[src/rtl/coeff_mult_pipe.sv]
// -----------------------------------------------------------------------------
// coeff_mult_pipe
//
// Pipelined multi-coefficient constant multiplier. Each accepted sample is
// multiplied by one of NUM_COEFFS compile-time coefficients selected per
// sample. The exact product is then rounded half-up, arithmetically shifted
// right by SHIFT and saturated to OUTPUT_WIDTH. A sideband tag travels with
// each sample unmodified.
//
// Pipeline (all stages advance together, or all freeze on a stall):
//   S1  capture sample, tag and the selected coefficient
//   S2  full-precision multiply
//   S3  round / shift / saturate; S3 drives the output port directly
//
// Ports
//   clk          rising-edge clock
//   rst_n        asynchronous active-low reset
//   in_valid_i   input sample valid
//   in_ready_o   block can accept a sample this cycle (combinational)
//   data_i       input sample
//   coeff_idx_i  coefficient select; out-of-range selects a coefficient of 0
//   tag_i        sideband, returned unmodified with the result
//   out_valid_o  result valid
//   out_ready_i  downstream accepts the result
//   product_o    rounded / shifted / saturated product
//   tag_o        tag aligned with product_o
//   sat_o        this result was clipped
//   sat_count_o  saturating count of clipped results delivered
//   clear_i      synchronous clear of sat_count_o (wins over an increment)
// -----------------------------------------------------------------------------
module coeff_mult_pipe #(
   parameter int unsigned INPUT_WIDTH  = 10,
   parameter int unsigned COEFF_WIDTH  = 10,
   parameter int unsigned OUTPUT_WIDTH = 10,
   parameter int unsigned NUM_COEFFS   = 4,
   // Packed table: coefficient k lives at COEFFS[k*COEFF_WIDTH +: COEFF_WIDTH]
   parameter logic [NUM_COEFFS*COEFF_WIDTH-1:0] COEFFS = {10'd100, 10'd7, -10'sd3, 10'd1},
   parameter int unsigned SHIFT        = 0,
   parameter int unsigned SIGNED       = 1,
   parameter int unsigned TAG_WIDTH    = 2,
   parameter int unsigned COUNT_WIDTH  = 8,
   localparam int unsigned IDX_WIDTH   = (NUM_COEFFS > 1) ? $clog2(NUM_COEFFS) : 1
) (
   input  logic                    clk,
   input  logic                    rst_n,
   input  logic                    in_valid_i,
   output logic                    in_ready_o,
   input  logic [INPUT_WIDTH-1:0]  data_i,
   input  logic [IDX_WIDTH-1:0]    coeff_idx_i,
   input  logic [TAG_WIDTH-1:0]    tag_i,
   output logic                    out_valid_o,
   input  logic                    out_ready_i,
   output logic [OUTPUT_WIDTH-1:0] product_o,
   output logic [TAG_WIDTH-1:0]    tag_o,
   output logic                    sat_o,
   output logic [COUNT_WIDTH-1:0]  sat_count_o,
   input  logic                    clear_i
);

   // Exact product width, plus two guard bits so that sign/zero extension and
   // the rounding add can never wrap, whatever the signedness.
   localparam int unsigned ProdWidth = INPUT_WIDTH + COEFF_WIDTH;
   localparam int unsigned ExtWidth  = ProdWidth + 2;

   localparam logic [ExtWidth-1:0] OneE = ExtWidth'(1);
   // Half an LSB of the shifted result; evaluates to 0 when SHIFT == 0.
   localparam logic [ExtWidth-1:0] RoundConst = (OneE << SHIFT) >> 1;
   // Clip limits, held in ExtWidth-bit two's complement.
   localparam logic [ExtWidth-1:0] OutMax = (SIGNED != 0) ?
                                            (OneE << (OUTPUT_WIDTH - 1)) - OneE :
                                            (OneE << OUTPUT_WIDTH) - OneE;
   localparam logic [ExtWidth-1:0] OutMin = (SIGNED != 0) ?
                                            ExtWidth'(0) - (OneE << (OUTPUT_WIDTH - 1)) :
                                            ExtWidth'(0);

   // ---------------------------------------------------------------------------
   // Pipeline state
   // ---------------------------------------------------------------------------
   logic                    s1_valid_q;
   logic [INPUT_WIDTH-1:0]  s1_data_q;
   logic [COEFF_WIDTH-1:0]  s1_coeff_q;
   logic [TAG_WIDTH-1:0]    s1_tag_q;

   logic                    s2_valid_q;
   logic [ProdWidth-1:0]    s2_prod_q;
   logic [TAG_WIDTH-1:0]    s2_tag_q;

   logic                    s3_valid_q;
   logic [OUTPUT_WIDTH-1:0] s3_product_q;
   logic [TAG_WIDTH-1:0]    s3_tag_q;
   logic                    s3_sat_q;

   logic [COUNT_WIDTH-1:0]  sat_count_q;
   logic [COUNT_WIDTH-1:0]  sat_count_d;

   // ---------------------------------------------------------------------------
   // Flow control: a single global advance. Bubbles freeze too, which keeps
   // the stall logic to one signal and the outputs stable under backpressure.
   // ---------------------------------------------------------------------------
   logic advance;

   assign advance    = !s3_valid_q || out_ready_i;
   assign in_ready_o = advance;

   // ---------------------------------------------------------------------------
   // S1 input: coefficient select. Indices with no table entry leave 0.
   // ---------------------------------------------------------------------------
   logic [COEFF_WIDTH-1:0] coeff_sel;

   always_comb begin
      coeff_sel = '0;
      for (int unsigned k = 0; k < NUM_COEFFS; k++) begin
         if (k == 32'(coeff_idx_i)) begin
            coeff_sel = COEFFS[k*COEFF_WIDTH +: COEFF_WIDTH];
         end
      end
   end

   // ---------------------------------------------------------------------------
   // S2 input: multiply. Both operands are extended to the full product width;
   // the low ProdWidth bits of that product are exact for signed and unsigned
   // operands alike, so one unsigned multiplier serves both builds.
   // ---------------------------------------------------------------------------
   logic [ProdWidth-1:0] mul_a;
   logic [ProdWidth-1:0] mul_b;
   logic [ProdWidth-1:0] mul_p;

   always_comb begin
      if (SIGNED != 0) begin
         mul_a = {{COEFF_WIDTH{s1_data_q[INPUT_WIDTH-1]}}, s1_data_q};
         mul_b = {{INPUT_WIDTH{s1_coeff_q[COEFF_WIDTH-1]}}, s1_coeff_q};
      end else begin
         mul_a = {{COEFF_WIDTH{1'b0}}, s1_data_q};
         mul_b = {{INPUT_WIDTH{1'b0}}, s1_coeff_q};
      end
      mul_p = mul_a * mul_b;
   end

   // ---------------------------------------------------------------------------
   // S3 input: round half-up, arithmetic shift, saturate.
   // ---------------------------------------------------------------------------
   logic [ExtWidth-1:0]     prod_ext;
   logic [ExtWidth-1:0]     rounded;
   logic [ExtWidth-1:0]     shifted;
   logic [OUTPUT_WIDTH-1:0] clip_val;
   logic                    clip_sat;

   always_comb begin
      if (SIGNED != 0) begin
         prod_ext = {{2{s2_prod_q[ProdWidth-1]}}, s2_prod_q};
      end else begin
         prod_ext = {2'b00, s2_prod_q};
      end
      rounded = prod_ext + RoundConst;
      // Unsigned builds are never negative here, so >>> is also correct there.
      shifted  = $signed(rounded) >>> SHIFT;
      clip_val = shifted[OUTPUT_WIDTH-1:0];
      clip_sat = 1'b0;
      if ($signed(shifted) > $signed(OutMax)) begin
         clip_val = OutMax[OUTPUT_WIDTH-1:0];
         clip_sat = 1'b1;
      end else if ($signed(shifted) < $signed(OutMin)) begin
         clip_val = OutMin[OUTPUT_WIDTH-1:0];
         clip_sat = 1'b1;
      end
   end

   // ---------------------------------------------------------------------------
   // Saturation event counter: counts clipped results actually delivered,
   // sticks at all-ones, clear has priority.
   // ---------------------------------------------------------------------------
   always_comb begin
      sat_count_d = sat_count_q;
      if (clear_i) begin
         sat_count_d = '0;
      end else if (s3_valid_q && out_ready_i && s3_sat_q && (sat_count_q != '1)) begin
         sat_count_d = sat_count_q + COUNT_WIDTH'(1);
      end
   end

   // ---------------------------------------------------------------------------
   // State
   // ---------------------------------------------------------------------------
   always_ff @(posedge clk or negedge rst_n) begin
      if (!rst_n) begin
         s1_valid_q   <= 1'b0;
         s1_data_q    <= '0;
         s1_coeff_q   <= '0;
         s1_tag_q     <= '0;
         s2_valid_q   <= 1'b0;
         s2_prod_q    <= '0;
         s2_tag_q     <= '0;
         s3_valid_q   <= 1'b0;
         s3_product_q <= '0;
         s3_tag_q     <= '0;
         s3_sat_q     <= 1'b0;
         sat_count_q  <= '0;
      end else begin
         if (advance) begin
            // S1 valid follows in_valid_i directly: advance is in_ready_o.
            s1_valid_q   <= in_valid_i;
            s1_data_q    <= data_i;
            s1_coeff_q   <= coeff_sel;
            s1_tag_q     <= tag_i;
            s2_valid_q   <= s1_valid_q;
            s2_prod_q    <= mul_p;
            s2_tag_q     <= s1_tag_q;
            s3_valid_q   <= s2_valid_q;
            s3_product_q <= clip_val;
            s3_tag_q     <= s2_tag_q;
            s3_sat_q     <= clip_sat;
         end
         sat_count_q <= sat_count_d;
      end
   end

   assign out_valid_o = s3_valid_q;
   assign product_o   = s3_product_q;
   assign tag_o       = s3_tag_q;
   assign sat_o       = s3_sat_q;
   assign sat_count_o = sat_count_q;

endmodule
[config.mk]
export PLATFORM = sky130hd
export DESIGN_NAME = coeff_mult_pipe
export DESIGN_NICKNAME = d
export VERILOG_FILES = /design/src/rtl/coeff_mult_pipe.sv
export SDC_FILE = /design/constraint.sdc
export NUM_CORES = 1
export LEC_CHECK = 0
export CAP_MARGIN = 10
export CORE_AREA = 10 10 102 126
export DETAILED_ROUTE_END_ITERATION = 16
export DIE_AREA = 0 0 112 136
export GPL_ROUTABILITY_DRIVEN = 0
export PLACE_DENSITY = 0.82
export SLEW_MARGIN = 20
export SYNTH_ARGS = -nofsm -noshare
export SYNTH_HDL_FRONTEND = slang
export SYNTH_SLANG_ARGS = --single-unit
[constraint.sdc]
create_clock -name clk -period 9.7 [get_ports clk]
set_clock_uncertainty 0.1 [all_clocks]
set_input_delay 1.94 -clock clk [delete_from_list [all_inputs] [get_ports clk]]
set_output_delay 1.94 -clock clk [all_outputs]
set_load 0.005 [all_outputs]
# == After elaboration in Yosys (flattened, before gate mapping) ==
# Index checks and enable logic that the tools add are counted.
# classes
n_addsub,1
multipliers,1
magnitude_cmp,2
eq_ne,4
muxes,10
reduce_logical,7
# op_table
op,n
two-way mux 10 bit,5
greater-than comparator 20 x 10 -> 1 bit (second input constant),1
< comparator 20 x 10 -> 1 bit (second input constant),1
multiplier 10 x 10 -> 20 bit,1
two-way mux 8 bit,2
adder 8 x 1 -> 8 bit (second input constant),1
inequality test 8 bit (second input constant),1
== test 2 bit (first input constant),2
logical AND 1 bit,3
two-way mux 1 bit,3
== test 1 x 2 -> 1 bit (first input constant),1
zero test 2 bit,1
nonzero test 2 bit,1
zero test 1 bit,1
logical OR 1 bit,1
# word_totals
register_bits,68
inputBits,19
output_inout_bits,23

# == Longest topological paths before layout ==
# Gate-level depths: netlist of the first run.
# logic_depth
ltp_word,5
mapped_depth,21

# == Worst setup path before layout of the first run ==
# Ideal clock, no wire load.
# synth_path
path_kind,register to register
from,register s1_coeff_q[8]
to,register s2_prod_q[18]
setup_time_ps,99
arrival_ps,5242
required_time_ps,9501
setup_slack_ps,4258
path_stages_with_launch,20
path_buffers,3
period_less_slack_ps,5442
path_cell_list,dfrtp_1 clkbuf_1 buf_1 nand2_1 fa_1 inv_1 fa_1 fa_1 fa_1 inv_1 fa_1 inv_1 ha_1 clkbuf_1 a21o_1 a21o_1 a21oi_1 mux2i_1 mux2i_1 a311oi_1
# synth_between
elab_chain_cells,1
# synth_rtl
element,line_no,source
"start, declared",81,logic [COEFF_WIDTH-1:0] s1_coeff_q;
"start signal, assigned",203,s1_coeff_q <= coeff_sel;
multiplier 10 x 10 -> 20 bit,136,mul_p = mul_a * mul_b;
"end signal, assigned",206,s2_prod_q <= mul_p;
"end, declared",85,logic [ProdWidth-1:0] s2_prod_q;
# No other way between the ends.
# A chain may end at the register's enable or synchronous reset.

# == Worst setup path after layout of the first run ==
# layout_path
from,input port out_ready_i
to,output port in_ready_o
# layout_between
elab_chain_cells,1
# layout_rtl
element,line_no,source
"start, declared",52,"input logic out_ready_i,"
logical OR 1 bit,102,assign advance = !s3_valid_q || out_ready_i;
"end, declared",47,"output logic in_ready_o,"
# No other way between the ends.

==> impl_metrics.json, run 1 <==
{
  "grt_setup_unrepaired": "false",
  "first_global_vias": 5533,
  "maxSlewViolCount": 0,
  "drv_cap": 0,
  "multi_input_comb_area_um2": 4250,
  "yosys.area_share.xor_xnor_pct": 4.23,
  "cts_num_sinks": 63,
  "synth_top_family_by_area": "adder cells",
  "cts_htree_levels": 3,
  "synth_mux_area_share_pct": 0.488,
  "holdPathEnd": "out_valid_o",
  "synth-edff-count": 0,
  "timing.final.hold_violations": 0,
  "worst-r2r-setup-slack_ns": 3.60,
  "post_cts_resized": 0,
  "n_fill_cell": 787,
  "height_of_the_die_um": 136,
  "syn-cell-area_um2": 6410,
  "postLayoutCoreUtil_pct": 68.9,
  "end_kind": "primary output",
  "netlist_top_cells_area": "sky130_fd_sc_hd__dfrtp_1, sky130_fd_sc_hd__fa_1, sky130_fd_sc_hd__ha_1",
  "worst-r2r-cell-count": 17,
  "fmaxAchievable_ghz": 0.159,
  "finalWirelength_mm": 14.4,
  "synth_compound_area_share_pct": 9.62,
  "die_area_um2": 15200,
  "antenna_left": 0,
  "outcome": "completed",
  "worstPathArrival_ns": 4.27,
  "post_synth.cell_area_avg_um2": 9.04,
  "cts-hold-fix-buffers": 0,
  "initial_core_util_pct": 61.3,
  "post-dp-hpwl_mm": 11.0,
  "setup.worst_path.start_class": "input pin",
  "fp.coreArea_um2": 10500,
  "ys_async_sr_fraction_pct": 100,
  "synthAdderAreaFrac_pct": 35.2,
  "synth.top_cell.area_share_pct": 24.6,
  "port-buffer-count": 41,
  "fin_setup_tns_ns": 0,
  "largest_fanout_on_the_critical_path": 62,
  "slew_headroom_pct": 36.7,
  "register_area_um2": 1580,
  "worst_r2r_startpoint": "s1_coeff_q[8]",
  "first_pass_iters": 4,
  "grt_pass1_wl_mm": 25.1,
  "worst_hold_startpoint": "s2_valid_q",
  "grt_usage_pct": 19.9,
  "num_io_pins": 42,
  "timing.final.setup_violations": 0,
  "grt.overflow.total": 0,
  "synth-warning-count": 0,
  "grt_antenna_before_repair": 0,
  "hold_path_class": "reg2reg",
  "worst_slew_pin_slew_ns": 0.948,
  "layout_overhead_on_the_synthesized_area_pct": 12.4,
  "n_antenna_cell": 0,
  "synth_simple_gate_area_share_pct": 16.5,
  "cts.path.max_buffers": 2,
  "vias": 4890,
  "drt-initial-drc-count": 292,
  "number_of_buffers_added_for_setup_after_cts": 0,
  "postSynthNetCount": 861,
  "pin_count_of_the_biggest_net_entering_global_routing": 64,
  "tritoncts_clock_tree": "built",
  "min_period_ns": 6.31,
  "clkTransAtPathRegs_ns": 0.05,
  "postSynthCellCount": 709,
  "area_leader_netlist": "sky130_fd_sc_hd__dfrtp_1",
  "timing.final.crit_share_pct": 65.0,
  "num_rows": 42,
  "nNetsFinal": 887,
  "detail_route.wl_per_cell_um": 16.5,
  "tritoncts.num_buffers": 9,
  "drc": 0,
  "die-width_um": 112,
  "fraction_of_final_layout_cells_with_drive_strength_greater_than_1_pct": 5.00,
  "ys_seq_elements": 63,
  "clock_insertion_delay_worst_skew_ns": 0.33,
  "synth_top_flop_cell": "sky130_fd_sc_hd__dfrtp_1",
  "vias_per_cell": 5.61,
  "reg2reg_to": "s2_prod_q[18]",
  "synth-seq-area-share_pct": 24.6,
  "worstPathRequired_ns": 7.66,
  "whs_path_depth": 1,
  "synth.lib_cells_used.distinct": 52,
  "timing.setup.critical_path_class": "in2out",
  "cts_root_buffer": "sky130_fd_sc_hd__clkbuf_16"
}
==> cell type report <==
cell class	instances	area share (%)
multi-input cells	488	58.9
flip-flops and latches	63	21.9
inverters	130	6.77
repair buffers	43	5.83
clock inverters	5	0.781
well taps	132	2.29
clock buffers	11	3.51
==> kinds of logic (layout without fill, tap and decap cells) <==
| family | Yosys count | after routing |
|---|---|---|
| fa+ha+maj | 134 | 134 |
| mux | 3 | 3 |
| simple gates | 228 | 228 |
| flops | 63 | 63 |
| buf+inv | 158 | 189 |
| compound gates | 92 | 92 |
| xor+xnor | 31 | 31 |
==> how the worst max path moves through the flow <==
stage,startpoint,endpoint,depth (start not counted)
floorplan,s1_coeff_q[8],s2_prod_q[18],19
global placement,out_ready_i,in_ready_o,5
detailed placement,out_ready_i,in_ready_o,5
CTS,out_ready_i,in_ready_o,5
global route,out_ready_i,in_ready_o,5
finish,out_ready_i,in_ready_o,5
==> per-stage QoR <==
step	cells	area (µm²)	hold WS, ns	worst slack [ns]
finish	872	7210	0.360	3.39
global route	872	7210	0.375	3.27
CTS	872	7210	0.363	3.42
detailed placement	856	6900	0.350	3.42
global placement	856	6900	0.343	3.45
floorplan	709	6410	0.330	4.26
==> critical path, stage by stage <==
cell                              delay (ns)
sky130_fd_sc_hd__clkdlybuf4s50_1        0.53
sky130_fd_sc_hd__nor2b_4                0.05
sky130_fd_sc_hd__buf_4                  0.31
sky130_fd_sc_hd__inv_2                  0.77
sky130_fd_sc_hd__clkdlybuf4s50_1        0.66
==> placed cells by master (no fill, tap or decap), drive strengths merged, types with 3 or more instances in the layout <==
cell type      synthesis  final
inv                  130    130
nand2                125    125
fa                    78     78
dfrtp                 63     63
ha                    55     55
clkdlybuf4s50          0     40
nor2                  32     32
o21ai                 32     32
and2                  29     29
xnor2                 19     19
a21oi                 19     19
xor2                  12     12
clkbuf                20     11
a21o                  10     10
nand4                  8      8
nand2b                 7      7
nor4                   7      7
nor3                   6      6
a31oi                  5      5
nand3                  4      4
o21a                   3      3
o21bai                 3      3
o31ai                  3      3
clkinv                 0      3
buf                    8      3
==> cell usage after synthesis, types with 3 or more instances <==
master	count
sky130_fd_sc_hd__clkbuf_1	20
sky130_fd_sc_hd__nor2_1	32
sky130_fd_sc_hd__o21a_1	3
sky130_fd_sc_hd__a21oi_1	17
sky130_fd_sc_hd__xnor2_1	19
sky130_fd_sc_hd__a21o_1	9
sky130_fd_sc_hd__nand4_1	7
sky130_fd_sc_hd__o21ai_0	25
sky130_fd_sc_hd__xor2_1	12
sky130_fd_sc_hd__nand2b_1	7
sky130_fd_sc_hd__a31oi_1	5
sky130_fd_sc_hd__nand2_1	125
sky130_fd_sc_hd__nor4_1	5
sky130_fd_sc_hd__inv_1	128
sky130_fd_sc_hd__buf_1	5
sky130_fd_sc_hd__dfrtp_1	63
sky130_fd_sc_hd__nand3_1	4
sky130_fd_sc_hd__o21ai_1	7
sky130_fd_sc_hd__ha_1	55
sky130_fd_sc_hd__and2_1	29
sky130_fd_sc_hd__fa_1	78
sky130_fd_sc_hd__o21bai_1	3
sky130_fd_sc_hd__nor3_1	6
sky130_fd_sc_hd__buf_2	3
==> layer usage <==
layer	vias to the layer above	share of wire, %	global-route usage (%)
met5	-	0	0
met4	0	3.5	9.75
met3	42	4.2	2.29
met2	138	55	38.0
met1	2432	37	21.2
li1	2278	-	-
==> sequential cells by signal (all words and copies together) (netlist names), 2 cells and up <==
name / count
s1_data_q: 10
sat_count_o: 8
product_o: 10
s1_tag_q: 2
tag_o: 2
s2_tag_q: 2
s1_coeff_q: 5
s2_prod_q: 20
Power of run 1 is left out: the tool's default activity adds up to more than one toggle a clock period on the data nets, which glitch-free logic cannot reach.
==> inputs of run 2 (changes only) <==
--- a/config.mk
+++ b/config.mk
@@ -6,11 +6,11 @@
 export NUM_CORES = 1
 export LEC_CHECK = 0
 export CAP_MARGIN = 10
-export CORE_AREA = 10 10 102 126
+export CORE_AREA = 10 10 103 128
 export DETAILED_ROUTE_END_ITERATION = 16
-export DIE_AREA = 0 0 112 136
+export DIE_AREA = 0 0 113 138
 export GPL_ROUTABILITY_DRIVEN = 0
-export PLACE_DENSITY = 0.82
+export PLACE_DENSITY = 0.8
 export SLEW_MARGIN = 20
 export SYNTH_ARGS = -nofsm -noshare
 export SYNTH_HDL_FRONTEND = slang
==> constraint.sdc (replaced) <==
create_clock -name clk -period 6 [get_ports clk]
set_clock_uncertainty 0.1 [all_clocks]
set_input_delay 1.2 -clock clk [delete_from_list [all_inputs] [get_ports clk]]
set_output_delay 1.2 -clock clk [all_outputs]
set_load 0.005 [all_outputs]
==> impl_metrics.json, run 2 (synthesis gave the netlist of run 1 again) <==
{
  "die-width_um": 113,
  "drt-initial-drc-count": 290,
  "mostFrequentLayoutCell": "sky130_fd_sc_hd__inv_1",
  "layout.cells.most_common_list": "sky130_fd_sc_hd__inv_1, sky130_fd_sc_hd__nand2_1, sky130_fd_sc_hd__fa_1",
  "maxSlewViolCount": 0,
  "timing.critical_path.slowest_cell_delay_ns": 0.55,
  "drv_cap": 0,
  "fin_cells": 878,
  "postLayoutCoreUtil_pct": 66.8,
  "largest_fanout_on_the_critical_path": 11,
  "timing.final.hold_violations": 0,
  "registers.top_by_ff_count": "s2_prod_q",
  "cpMostUsedCell": "sky130_fd_sc_hd__fa_1",
  "fraction_of_final_layout_cells_with_drive_strength_greater_than_1_pct": 5.38,
  "post-dp-hpwl_mm": 11.0,
  "port-buffer-count": 41,
  "tritoncts.num_buffers": 9,
  "setup.worst_path.start_class": "flip-flop",
  "critical_path.top_delay_family": "adder cells",
  "slew_headroom_pct": 52.7,
  "tritoncts_clock_tree": "built",
  "layout_overhead_on_the_synthesized_area_pct": 12.7,
  "outcome": "completed",
  "first_global_vias": 5367,
  "antenna_left": 0,
  "finalWirelength_mm": 14.2,
  "grt_usage_pct": 19.3,
  "height_of_the_die_um": 138,
  "n_antenna_cell": 0,
  "detail_route.wl_per_cell_um": 16.2,
  "worstPathRequired_ns": 6.11,
  "vias_per_cell": 5.60,
  "preCtsSetupSlack_ns": 0.328,
  "num_rows": 43,
  "fin_setup_tns_ns": 0,
  "worst_slew_pin_slew_ns": 0.707,
  "grt_pass1_wl_mm": 25.1,
  "cts_htree_levels": 3,
  "timing.final.crit_share_pct": 94.4,
  "first_pass_iters": 7,
  "cts_root_buffer": "sky130_fd_sc_hd__clkbuf_16",
  "cts.path.max_buffers": 2,
  "largest_reg_flops": 20,
  "critical_path_cell_list": "buf_4, inv_2, nor2_1, ha_1, o21bai_1, fa_1, fa_1, fa_1, inv_1, fa_1, inv_1, ha_1, a21oi_1, o21ai_0, o41ai_4, nor4b_2, nor3_1",
  "fp.coreArea_um2": 10800,
  "cts_num_sinks": 63,
  "initial_core_util_pct": 59.3,
  "die_area_um2": 15600,
  "grt_antenna_before_repair": 0,
  "grt_setup_unrepaired": "false",
  "clock_insertion_delay_worst_skew_ns": 0.34,
  "timing.setup.critical_path_class": "reg2reg",
  "grt.overflow.total": 0,
  "cp.buffers_inverters": 4,
  "place.detailed.instances": 862,
  "hold_path_class": "reg2reg",
  "fmaxAchievable_ghz": 0.176,
  "number_of_buffers_added_for_setup_after_cts": 0,
  "pin_count_of_the_biggest_net_entering_global_routing": 63,
  "worstPathArrival_ns": 5.78,
  "min_period_ns": 5.67,
  "num_io_pins": 42,
  "timing.final.setup_violations": 0,
  "drc": 0,
  "clkTransAtPathRegs_ns": 0.06,
  "cp_slowest_cell": "sky130_fd_sc_hd__fa_1",
  "vias": 4917,
  "setup_ws_ns": 0.334,
  "nNetsFinal": 890,
  "end_kind": "flip-flop"
}
run 2: what timing repair did:
action / CTS / global route
hold buffers: 0 / 0
gates resized for setup: 0 / 1
setup endpoints to repair: 0 / 6
endpoints found under the hold margin: 0 / 0
run 2: through the flow:
step	hold WS (ns)	instance area, µm²
after floorplan	0.330	6410
after global placement	0.341	6920
after detailed placement	0.352	6920
after CTS	0.363	7220
after global routing	0.387	7220
final	0.360	7220
run 2: final timing paths:
kind	start	to	slack, ns	cells past startpoint
setup / recovery	s1_coeff_q[8]	s2_prod_q[17]	0.33	17
hold / removal	s2_prod_q[2]	s2_prod_q[2]	0.36	2
max in group asynchronous	rst_n	s2_prod_q[17]	4.17	2
hold reg to reg	s2_prod_q[2]	s2_prod_q[2]	0.36	2
min in group asynchronous	rst_n	s1_data_q[1]	0.73	1
setup reg to reg	s1_coeff_q[8]	s2_prod_q[17]	0.33	17
run 2: worst register-to-register path, cell delays in order (launching register included):
cell	delay (ns)
sky130_fd_sc_hd__dfrtp_1	0.52
sky130_fd_sc_hd__buf_4	0.24
sky130_fd_sc_hd__inv_2	0.13
sky130_fd_sc_hd__nor2_1	0.41
sky130_fd_sc_hd__ha_1	0.22
sky130_fd_sc_hd__o21bai_1	0.16
sky130_fd_sc_hd__fa_1	0.50
sky130_fd_sc_hd__fa_1	0.53
sky130_fd_sc_hd__fa_1	0.55
sky130_fd_sc_hd__inv_1	0.05
sky130_fd_sc_hd__fa_1	0.53
sky130_fd_sc_hd__inv_1	0.04
sky130_fd_sc_hd__ha_1	0.38
sky130_fd_sc_hd__a21oi_1	0.20
sky130_fd_sc_hd__o21ai_0	0.19
sky130_fd_sc_hd__o41ai_4	0.41
sky130_fd_sc_hd__nor4b_2	0.28
sky130_fd_sc_hd__nor3_1	0.08
run 2: per-layer routing:
metal	global-route usage, %	share of wire [%]	vias to the layer above
met4	9.50	3.7	0
met5	0	0	-
met2	34.8	55	146
li1	-	-	2290
met1	20.7	37	2438
met3	3.77	4.8	43
run 2: layout make-up:
cell class	instances	area, µm²
multi-input cells	488	4250
fillers	830	3590
flip-flops and latches	63	1580
inverters	130	488
repair buffers	46	443
clock buffers	11	243
well taps	135	169
clock inverters	5	56.3
Power of run 2 is left out for the same reason.
